==> config.mk <==
export PLATFORM = sky130hd
export DESIGN_NAME = bcd_timer_flat
export DESIGN_NICKNAME = d
export VERILOG_FILES = /design/src/rtl/bcd_timer_if.sv /design/src/rtl/bcd_timer.sv /design/src/flat_wrapper.sv
export SDC_FILE = /design/constraint.sdc
export NUM_CORES = 1
export LEC_CHECK = 0
export ABC_AREA = 1
export CORE_ASPECT_RATIO = 2
export CORE_MARGIN = 2
export CORE_UTILIZATION = 58
export CTS_CLUSTER_DIAMETER = 150
export DETAILED_ROUTE_END_ITERATION = 12
export PLACE_DENSITY = 0.83
export SYNTH_ARGS = -nofsm -noshare
export SYNTH_HDL_FRONTEND = slang
export SYNTH_SLANG_ARGS = --single-unit
==> constraint.sdc <==
create_clock -name clk -period 2.4 [get_ports clk]
set_input_delay 0.36 -clock clk [delete_from_list [all_inputs] [get_ports clk]]
set_output_delay 0.36 -clock clk [all_outputs]
set_load 0.02 [all_outputs]
==> src/rtl/bcd_timer_if.sv <==
// Control/status bundle for bcd_timer: load/run controls in, packed HH:MM:SS time and event flags out.
interface bcd_timer_if;
    logic        load;
    logic [31:0] load_val;
    logic        run;
    logic        mode;
    logic [31:0] value;
    logic        done;
    logic        expire;
    logic        load_err;

    modport master (output load, load_val, run, mode, input value, done, expire, load_err);
    modport slave  (input load, load_val, run, mode, output value, done, expire, load_err);
endinterface

==> src/rtl/bcd_timer.sv <==
// HH:MM:SS BCD countdown / count-up timer with prescaled one-second tick,
// validated preset load, pause/resume and optional auto-reload on expiry.
module bcd_timer #(
    parameter int TICK_DIV    = 100000000,
    parameter bit AUTO_RELOAD = 1'b0
) (
    input  logic       clk,
    input  logic       rst_n,
    bcd_timer_if.slave bus
);
    localparam int            PW   = $clog2(TICK_DIV);
    localparam logic [PW-1:0] PMAX = PW'(TICK_DIV - 1);

    localparam logic [1:0] S_IDLE  = 2'd0;
    localparam logic [1:0] S_RUN   = 2'd1;
    localparam logic [1:0] S_PAUSE = 2'd2;
    localparam logic [1:0] S_DONE  = 2'd3;

    // Per-digit maximum, packed {hr_10,hr_1,min_10,min_1,sec_10,sec_1}.
    localparam logic [23:0] LIM = 24'h995959;

    logic [1:0]    state;
    logic [23:0]   preset, cur, nxt, ld_dig, end_val, reload_val;
    logic [PW-1:0] presc;
    logic          mode_q, armed, expire_q, load_err_q;
    logic          ld_ok, at_end, tick;
    logic          unused_filler;

    function automatic logic [23:0] bcd_step(input logic [23:0] d, input logic up);
        logic [23:0] r;
        logic        c;
        r = d;
        c = 1'b1;
        for (int i = 0; i < 6; i++) begin
            if (c) begin
                if (up) begin
                    if (d[i*4 +: 4] == LIM[i*4 +: 4]) r[i*4 +: 4] = 4'd0;
                    else begin r[i*4 +: 4] = d[i*4 +: 4] + 4'd1; c = 1'b0; end
                end else begin
                    if (d[i*4 +: 4] == 4'd0) r[i*4 +: 4] = LIM[i*4 +: 4];
                    else begin r[i*4 +: 4] = d[i*4 +: 4] - 4'd1; c = 1'b0; end
                end
            end
        end
        return r;
    endfunction

    assign ld_dig        = {bus.load_val[31:24], bus.load_val[19:12], bus.load_val[7:0]};
    assign unused_filler = ^{bus.load_val[23:20], bus.load_val[11:8]};

    always_comb begin
        ld_ok = 1'b1;
        for (int i = 0; i < 6; i++)
            if (ld_dig[i*4 +: 4] > LIM[i*4 +: 4]) ld_ok = 1'b0;
    end

    assign end_val    = mode_q ? preset : 24'd0;
    assign reload_val = mode_q ? 24'd0  : preset;
    assign at_end     = (cur == end_val);
    assign tick       = (presc == PMAX);
    assign nxt        = bcd_step(cur, mode_q);

    always_ff @(posedge clk or negedge rst_n) begin
        if (!rst_n) begin
            state      <= S_IDLE;
            preset     <= '0;
            cur        <= '0;
            mode_q     <= 1'b0;
            presc      <= '0;
            armed      <= 1'b0;
            expire_q   <= 1'b0;
            load_err_q <= 1'b0;
        end else begin
            expire_q   <= 1'b0;
            load_err_q <= 1'b0;
            if (bus.load) begin
                if (ld_ok) begin
                    preset <= ld_dig;
                    mode_q <= bus.mode;
                    cur    <= bus.mode ? 24'd0 : ld_dig;
                    presc  <= '0;
                    state  <= S_IDLE;
                    armed  <= 1'b1;
                end else begin
                    load_err_q <= 1'b1;
                end
            end else begin
                case (state)
                    // armed keeps a post-reset block parked until software reloads it
                    S_IDLE:  if (bus.run && armed) state <= S_RUN;
                    S_PAUSE: if (bus.run) state <= S_RUN;
                    S_RUN: begin
                        if (at_end) begin
                            // already at the end value on entry: expire without a tick
                            if (!expire_q) begin
                                expire_q <= 1'b1;
                                if (AUTO_RELOAD) begin
                                    cur   <= reload_val;
                                    presc <= '0;
                                end else begin
                                    state <= S_DONE;
                                end
                            end
                        end else if (!bus.run) begin
                            state <= S_PAUSE;
                        end else if (tick) begin
                            presc <= '0;
                            if (nxt == end_val) begin
                                expire_q <= 1'b1;
                                if (AUTO_RELOAD) cur <= reload_val;
                                else begin
                                    cur   <= nxt;
                                    state <= S_DONE;
                                end
                            end else begin
                                cur <= nxt;
                            end
                        end else begin
                            presc <= presc + PW'(1);
                        end
                    end
                    default: ;
                endcase
            end
        end
    end

    assign bus.value    = {cur[23:16], 4'hf, cur[15:8], 4'hf, cur[7:0]};
    assign bus.done     = (state == S_DONE);
    assign bus.expire   = expire_q;
    assign bus.load_err = load_err_q;

endmodule

==> src/flat_wrapper.sv <==
// flat-port wrapper written by rule: the top's interface ports become plain ports
module bcd_timer_flat 
#(
    parameter int TICK_DIV    = 100000000,
    parameter bit AUTO_RELOAD = 1'b0
)
  (clk, rst_n, bus_load, bus_load_val, bus_run, bus_mode, bus_value, bus_done, bus_expire, bus_load_err);
  bcd_timer_if bus_i ();
  input  logic clk;
  input  logic rst_n;
  input wire logic [$bits(bus_i.load)-1:0] bus_load;
  input wire logic [$bits(bus_i.load_val)-1:0] bus_load_val;
  input wire logic [$bits(bus_i.run)-1:0] bus_run;
  input wire logic [$bits(bus_i.mode)-1:0] bus_mode;
  output wire logic [$bits(bus_i.value)-1:0] bus_value;
  output wire logic [$bits(bus_i.done)-1:0] bus_done;
  output wire logic [$bits(bus_i.expire)-1:0] bus_expire;
  output wire logic [$bits(bus_i.load_err)-1:0] bus_load_err;
  assign bus_i.load = bus_load;
  assign bus_i.load_val = bus_load_val;
  assign bus_i.run = bus_run;
  assign bus_i.mode = bus_mode;
  assign bus_value = bus_i.value;
  assign bus_done = bus_i.done;
  assign bus_expire = bus_i.expire;
  assign bus_load_err = bus_i.load_err;
  bcd_timer #(.TICK_DIV(TICK_DIV), .AUTO_RELOAD(AUTO_RELOAD)) u_core (.clk(clk), .rst_n(rst_n), .bus(bus_i));
endmodule
; After elaboration in Yosys (flattened, before gate mapping)
; Cells that the tools add are included.
[totals]
out_inout_bits = 35
regBits = 81
latchBits = 0
mem_count = 0
ram_bits = 0
rom_bits = 0
word_cells = 143
input_bits = 37
[op_classes]
shift = 0
n_bitwise = 0
order_cmp = 6
n_mux = 81
eq_ne = 19
n_mul = 0
addsub = 13
div_mod_pow = 0
reduce_logical = 16
[ops]
columns = cell, n
row1 = $mux W24, 8
row2 = $mux W27, 6
row3 = $mux W4, 23
row4 = $eq A24 B24 Y1, 2
row5 = $mux W1, 34
row6 = $add A27 B1 Y27 const B, 1
row7 = $eq A27 B27 Y1 const B, 1
row8 = $add A4 B1 Y4 const B, 6
row9 = $logic_not A4 Y1, 6
row10 = $sub A4 B1 Y4 const B, 6
row11 = $mux W2, 9
row12 = $eq A4 B4 Y1 const B, 4
row13 = $gt A4 B4 Y1 const B, 4
row14 = $ne A5 B3 Y1 const B, 2
row15 = $eq A4 B3 Y1 const B, 2
row16 = $gt A4 B3 Y1 const B, 2
row17 = $reduce_and A7 Y1, 1
row18 = $pmux W2 S3, 1
row19 = $reduce_bool A2 Y1, 3
row20 = $reduce_and A5 Y1, 1
row21 = $eq A2 B2 Y1 const B, 2
row22 = $ne A4 B4 Y1 const B, 1
row23 = $reduce_and A4 Y1, 1
row24 = $reduce_bool A4 Y1, 1
row25 = other kinds (8), 8

; Depth between registers and ports, before layout
[logic_depth]
ltp_word = 15
mapped_depth = 19
depth_no_buf = 19

; Worst setup path after synthesis
; OpenSTA, ideal clock, no wires.
[synth_path]
path_type = reg-to-reg
startpoint = register u_core.cur[2]
endpoint = register u_core.state[1]
path_stages_with_launch = 19
required_time_ps = 2335
n_path_buf = 1
period_less_slack_ps = 2150
t_arrival_ps = 2085
path_slack_ps = 250
setup_ps = 65
cell_sequence = dfrtp_1 buf_6 nor2_1 nand2_1 nand2_1 nand2_4 nor2_8 nand3_4 nor2_8 nand2_2 nand2_1 nand2_1 nand2_1 nand2_1 nor2_2 nand3_2 nand2_1 nand2_1 nand2_1
[synth_between]
elab_chain_cells = 11
word_cells_on_any_way = 28
cone_classes = add/sub: 2 / eq/ne: 6 / mux: 18 / reduce/logical: 2
[synth_rtl]
columns = item, line_no
row1 = from (decl), bcd_timer.sv:23  ; logic [23:0] preset, cur, nxt, ld_dig, end_val, reload_val;
row2 = from (signal assigned), bcd_timer.sv:80  ; cur <= bus.mode ? 24'd0 : ld_dig;
row3 = from (signal assigned), bcd_timer.sv:98  ; cur <= reload_val;
row4 = from (signal assigned), bcd_timer.sv:110  ; if (AUTO_RELOAD) cur <= reload_val;
row5 = $eq A4 B4 Y1 / $logic_not A4 Y1 (equally long branches), "bcd_timer.sv:37, bcd_timer.sv:40"
row6 = $mux W1 (on tied branches), "bcd_timer.sv:37, bcd_timer.sv:40"
row7 = $mux W1, bcd_timer.sv:36  ; if (up) begin
row8 = $mux W1 (4 in a row), bcd_timer.sv:35  ; if (c) begin
row9 = $mux W4, bcd_timer.sv:35
row10 = $eq A24 B24 Y1, bcd_timer.sv:108  ; if (nxt == end_val) begin
row11 = $ne A5 B3 Y1 (no source line), n/a
row12 = $reduce_and A7 Y1 (no source line), n/a
row13 = to (signal assigned), bcd_timer.sv:101  ; state <= S_DONE;
row14 = to (signal assigned), bcd_timer.sv:105  ; state <= S_PAUSE;
row15 = to (signal assigned), bcd_timer.sv:113  ; state <= S_DONE;
row16 = to (decl), bcd_timer.sv:22  ; logic [1:0] state;
; Several ways; a longest one is shown, not always the timed one.
; A chain may end at the register's enable or synchronous reset.

; Worst setup path after layout
[layout_path]
startpoint = register u_core.mode_q
endpoint = register u_core.state[1]
[layout_between]
elab_chain_cells = 9
word_cells_on_any_way = 30
cone_classes = eq/ne: 5 / mux: 24 / reduce/logical: 1
[layout_rtl]
columns = item, line_no
row1 = from (decl), bcd_timer.sv:25  ; logic mode_q, armed, expire_q, load_err_q;
row2 = from (signal assigned), bcd_timer.sv:79  ; mode_q <= bus.mode;
row3 = $mux W1, bcd_timer.sv:36
row4 = $mux W1 (4 in a row), bcd_timer.sv:35
row5 = $mux W4, bcd_timer.sv:35
row6 = $eq A24 B24 Y1, bcd_timer.sv:108
row7 = $ne A5 B3 Y1 (no source line), n/a
row8 = $reduce_and A7 Y1 (no source line), n/a
; Several ways; a longest one is shown, not always the timed one.

==> results.md <==
- Status: finished, violations left
- Failing checks: setup timing
- Peak fanout along the critical path: 8
- Crit path capture: u_core.state[1]
- Worst Setup SP: u_core.mode_q
- GRT Total Usage: 0.3799
- Number of fillers in the final layout: 663
- Sequential cell area fraction in the yosys report: 0.3209
- Clock-pin slew on the worst setup and hold paths: 0.07 ns
- Num CTS Buffers: 9
- Yosys Warn Count: 0
- Num rows: 53
- Deepest clock path buffer count: 2
- DRT iter0 DRCs: 839
- Via count: 7985
- Crit-path slowest cell: dfrtp_2
- Worst R2R End: u_core.state[1]
- Slew @ Worst Pin: 0.5827 ns
- Max-cap viol count: 0
- CTS tree: built
- Max_slew headroom: 0.6080
- Total Nets Final: 1198
- Area of the core: 10540 um^2
- H-Tree Depth: 3
- Yosys top cell by area: dfrtp_1
- R2R cell count: 14
- Critical path depth: 14
- RSZ-0062 raised after global routing: yes
- Synthesized flop and latch total: 81
- Pleak: 4.214 nW
- Root buffer cell: clkbuf_16
- Fin crit share: 1.190
- Synth async-reset ratio: 1.000
- Post-synth EDFFs: 0
- Gate count of the mapped netlist: 980
- Synthesized cell area: 6317 um^2
- Syn avg cell area: 6.446 um^2
- Die X: 77.80 um
- Max IR drop VDD: 0.5881 mV
- Hold path start: u_core.preset[15]
- Clk sinks: 81
- Tot Pwr: 9.962 mW
- Final WL: 24140 um
- Share of cells above drive strength 1: 0.2153
- DRT Pass-1 Iters: 6
- Post-synth top area share: 0.3209
- Final Max Slew Viols: 0
- Top_reg_cell synth: dfrtp_1
- Reg2Reg Setup Slack: -0.46 ns
- Diode count: 0
- Starting Density: 0.5991
- Post-route minimum period: 2.855 ns
- PD cells: 1146 nW/um^2
- Total grt overflow: 0
- Worst EP required: 2.69 ns
- Final HPWL DP: 15610 um
- Worst Setup End Kind: flop
- Fin. Hold Viols: 0
- Final Skew: 0.009490 ns
- Crit-path leading delay family: simple AND/OR/NAND/NOR gates
- Remaining DRCs: 0
- Input/output buffers: 55
- GP Congestion: 1.006
- Largest net degree at the start of global routing: 55
- DIE HEIGHT: 151.6 um
- First-pass GRT wire length: 34720 um
- Cell Count, Final, Fillers Out: 1298
- WP buf/inv: 2
- WL per Instance: 18.60 um
- Vias per inst: 6.152
- CP Class: flop to flop
- Die ar.: 11790 um^2
- Vias in the first global route: 7572
- Main area contributors after synthesis: dfrtp_1, nand2_1, nand3_1
- Placed instance count: 1259
- Final ANT Viol Nets: 0
- Skew-Pair Late Insertion Delay: 0.35 ns
- HP Class: flop to flop
- Startpoint Class: flop
- Arr. time, crit path: 3.15 ns
- Fin worst setup slack: -0.4553 ns
- Initial antenna violation count: 0
- Setup-failing EPs final: 53
- Layout area overhead: 37.65%
- Netlist cell types: 40
- FMAX: 0.3502 GHz
- Max incr delay on CP: 0.49 ns
- I/O pin count: 72
- CP cell instances: buf_12, clkinvlp_4, nand2_2, nand2_4, nor2_8, nand3_4, nor2_8, xor2_1, nand3_2, nor2_4, nand3_2, nand2_2, nand2_1, nand2_1
- Reg-to-reg startpoint: u_core.mode_q
## layout make-up
| type | instances | area [um^2] | share of cell area |
|---|---|---|---|
| Clock buffer | 10 | 239.0 | 0.02748 |
| Clock inverter | 6 | 91.34 | 0.01050 |
| Inverter | 123 | 473.0 | 0.05439 |
| Multi-Input combinational cell | 741 | 3842 | 0.4419 |
| Sequential cell | 81 | 2028 | 0.2332 |
| Tap cell | 137 | 171.4 | 0.01971 |
| Timing Repair Buffer | 200 | 1851 | 0.2128 |
## cell families after synthesis
group | count (synthesis) | share of synthesized area
AOI/OAI and AO/OA | 142 | 0.1234
xor gates and xnor gates | 37 | 0.05130
adders and majority gates | 5 | 0.009903
buffers and inverters | 166 | 0.1139
DFF | 81 | 0.3209
other | 1 | 0.0005936
and+or+nand+nor | 548 | 0.3801
## metal layers
metal  up-vias  GRT usage  part of all wire
li1       3520          -                 -
met1      3674     0.3504              0.32
met2       552     0.6957              0.50
met3       239    0.06102             0.074
met4         0     0.3500              0.11
met5         -          0                 0
## per-stage QoR
stage / util / hold slack [ns] / instance area [um^2] / TNS (ns) / setup WS [ns]
2_1_floorplan: - / 0.06441 / 6344 / 0 / 0.2501
4_1_cts: 0.7927 / 0.4745 / 8358 / -0.07370 / -0.03396
3_5_place_dp: 0.7413 / 0.3040 / 7816 / -1.732 / -0.1015
6_report: 0.8247 / 0.4706 / 8696 / -9.804 / -0.4553
3_3_place_gp: 0.7413 / 0.3053 / 7816 / -0.07883 / -0.03499
5_1_grt: 0.8247 / 0.4986 / 8696 / -9.990 / -0.4739
## repair_timing
| item | in CTS | in global routing |
|---|---|---|
| resized for setup | 26 | 69 |
| buffers inserted | 9 | 8 |
| endpoints found under the hold margin | 27 | 0 |
| hold buffers | 1 | 0 |
| cloned | 2 | 3 |
| endpoints found under the setup margin | 43 | 51 |
| pin swaps | 7 | 37 |
## where the power goes
group	switching, mW	total (mW)	leakage (nW)	internal [mW]
logic	3.62	6.12	3.01	2.49
registers	0.492	2.27	1.06	1.78
clock network	0.628	1.57	0.151	0.943
## Yosys cell counts (all sizes together), types with 3 or more instances
cell type  count
nor4           8
buf           29
ha             5
a31oi          3
o22ai          9
dfrtp         81
nor2          82
nor3          24
xnor2          3
o31ai          4
xor2          34
clkbuf        14
o21ai         87
nand3b         7
a21oi         28
nand2        313
nand3         88
inv          122
nand4         26
## sequential cells by signal, summed over array words and instances (netlist names)
signal	count
u_core.preset	24
u_core.cur	24
u_core.bus.load_err	1
u_core.state	2
u_core.mode_q	1
u_core.armed	1
u_core.presc	27
u_core.bus.expire	1
## worst min path at each step
| stage | end | cells past startpoint |
|---|---|---|
| 6_report | u_core.preset[15] | 2 |
| 5_1_grt | u_core.armed | 2 |
| 4_1_cts | u_core.preset[15] | 2 |
| 3_5_place_dp | u_core.presc[12] | 1 |
| 3_3_place_gp | u_core.presc[12] | 1 |
| 2_1_floorplan | u_core.armed | 0 |
## placed cells by master (no fill, tap or decap), types with 4 or more instances in the layout
master	n
clkbuf_16	11
nand2_1	281
nor3_1	18
o22ai_1	9
clkinvlp_4	4
o21ai_0	75
ha_1	5
a21oi_1	26
xor2_1	30
nand3_2	11
nand2_4	4
buf_4	121
nor2_2	8
nand3_1	77
buf_12	8
nor2_4	5
nand2_2	28
inv_1	109
o21ai_1	11
inv_2	9
nor3_2	6
conb_1	8
nor4_1	8
xor2_2	4
buf_6	11
nand4_1	26
dfrtp_1	80
nor2_1	67
nand3b_1	7
clkdlybuf4s50_1	54
o31ai_1	4
## worst min-delay path: stages (launching register included)
cell and delay, ns:
dfrtp_1 0.35, nand2_1 0.05, inv_1 0.04
No activity file was read; power rests on OpenSTA's default activity.
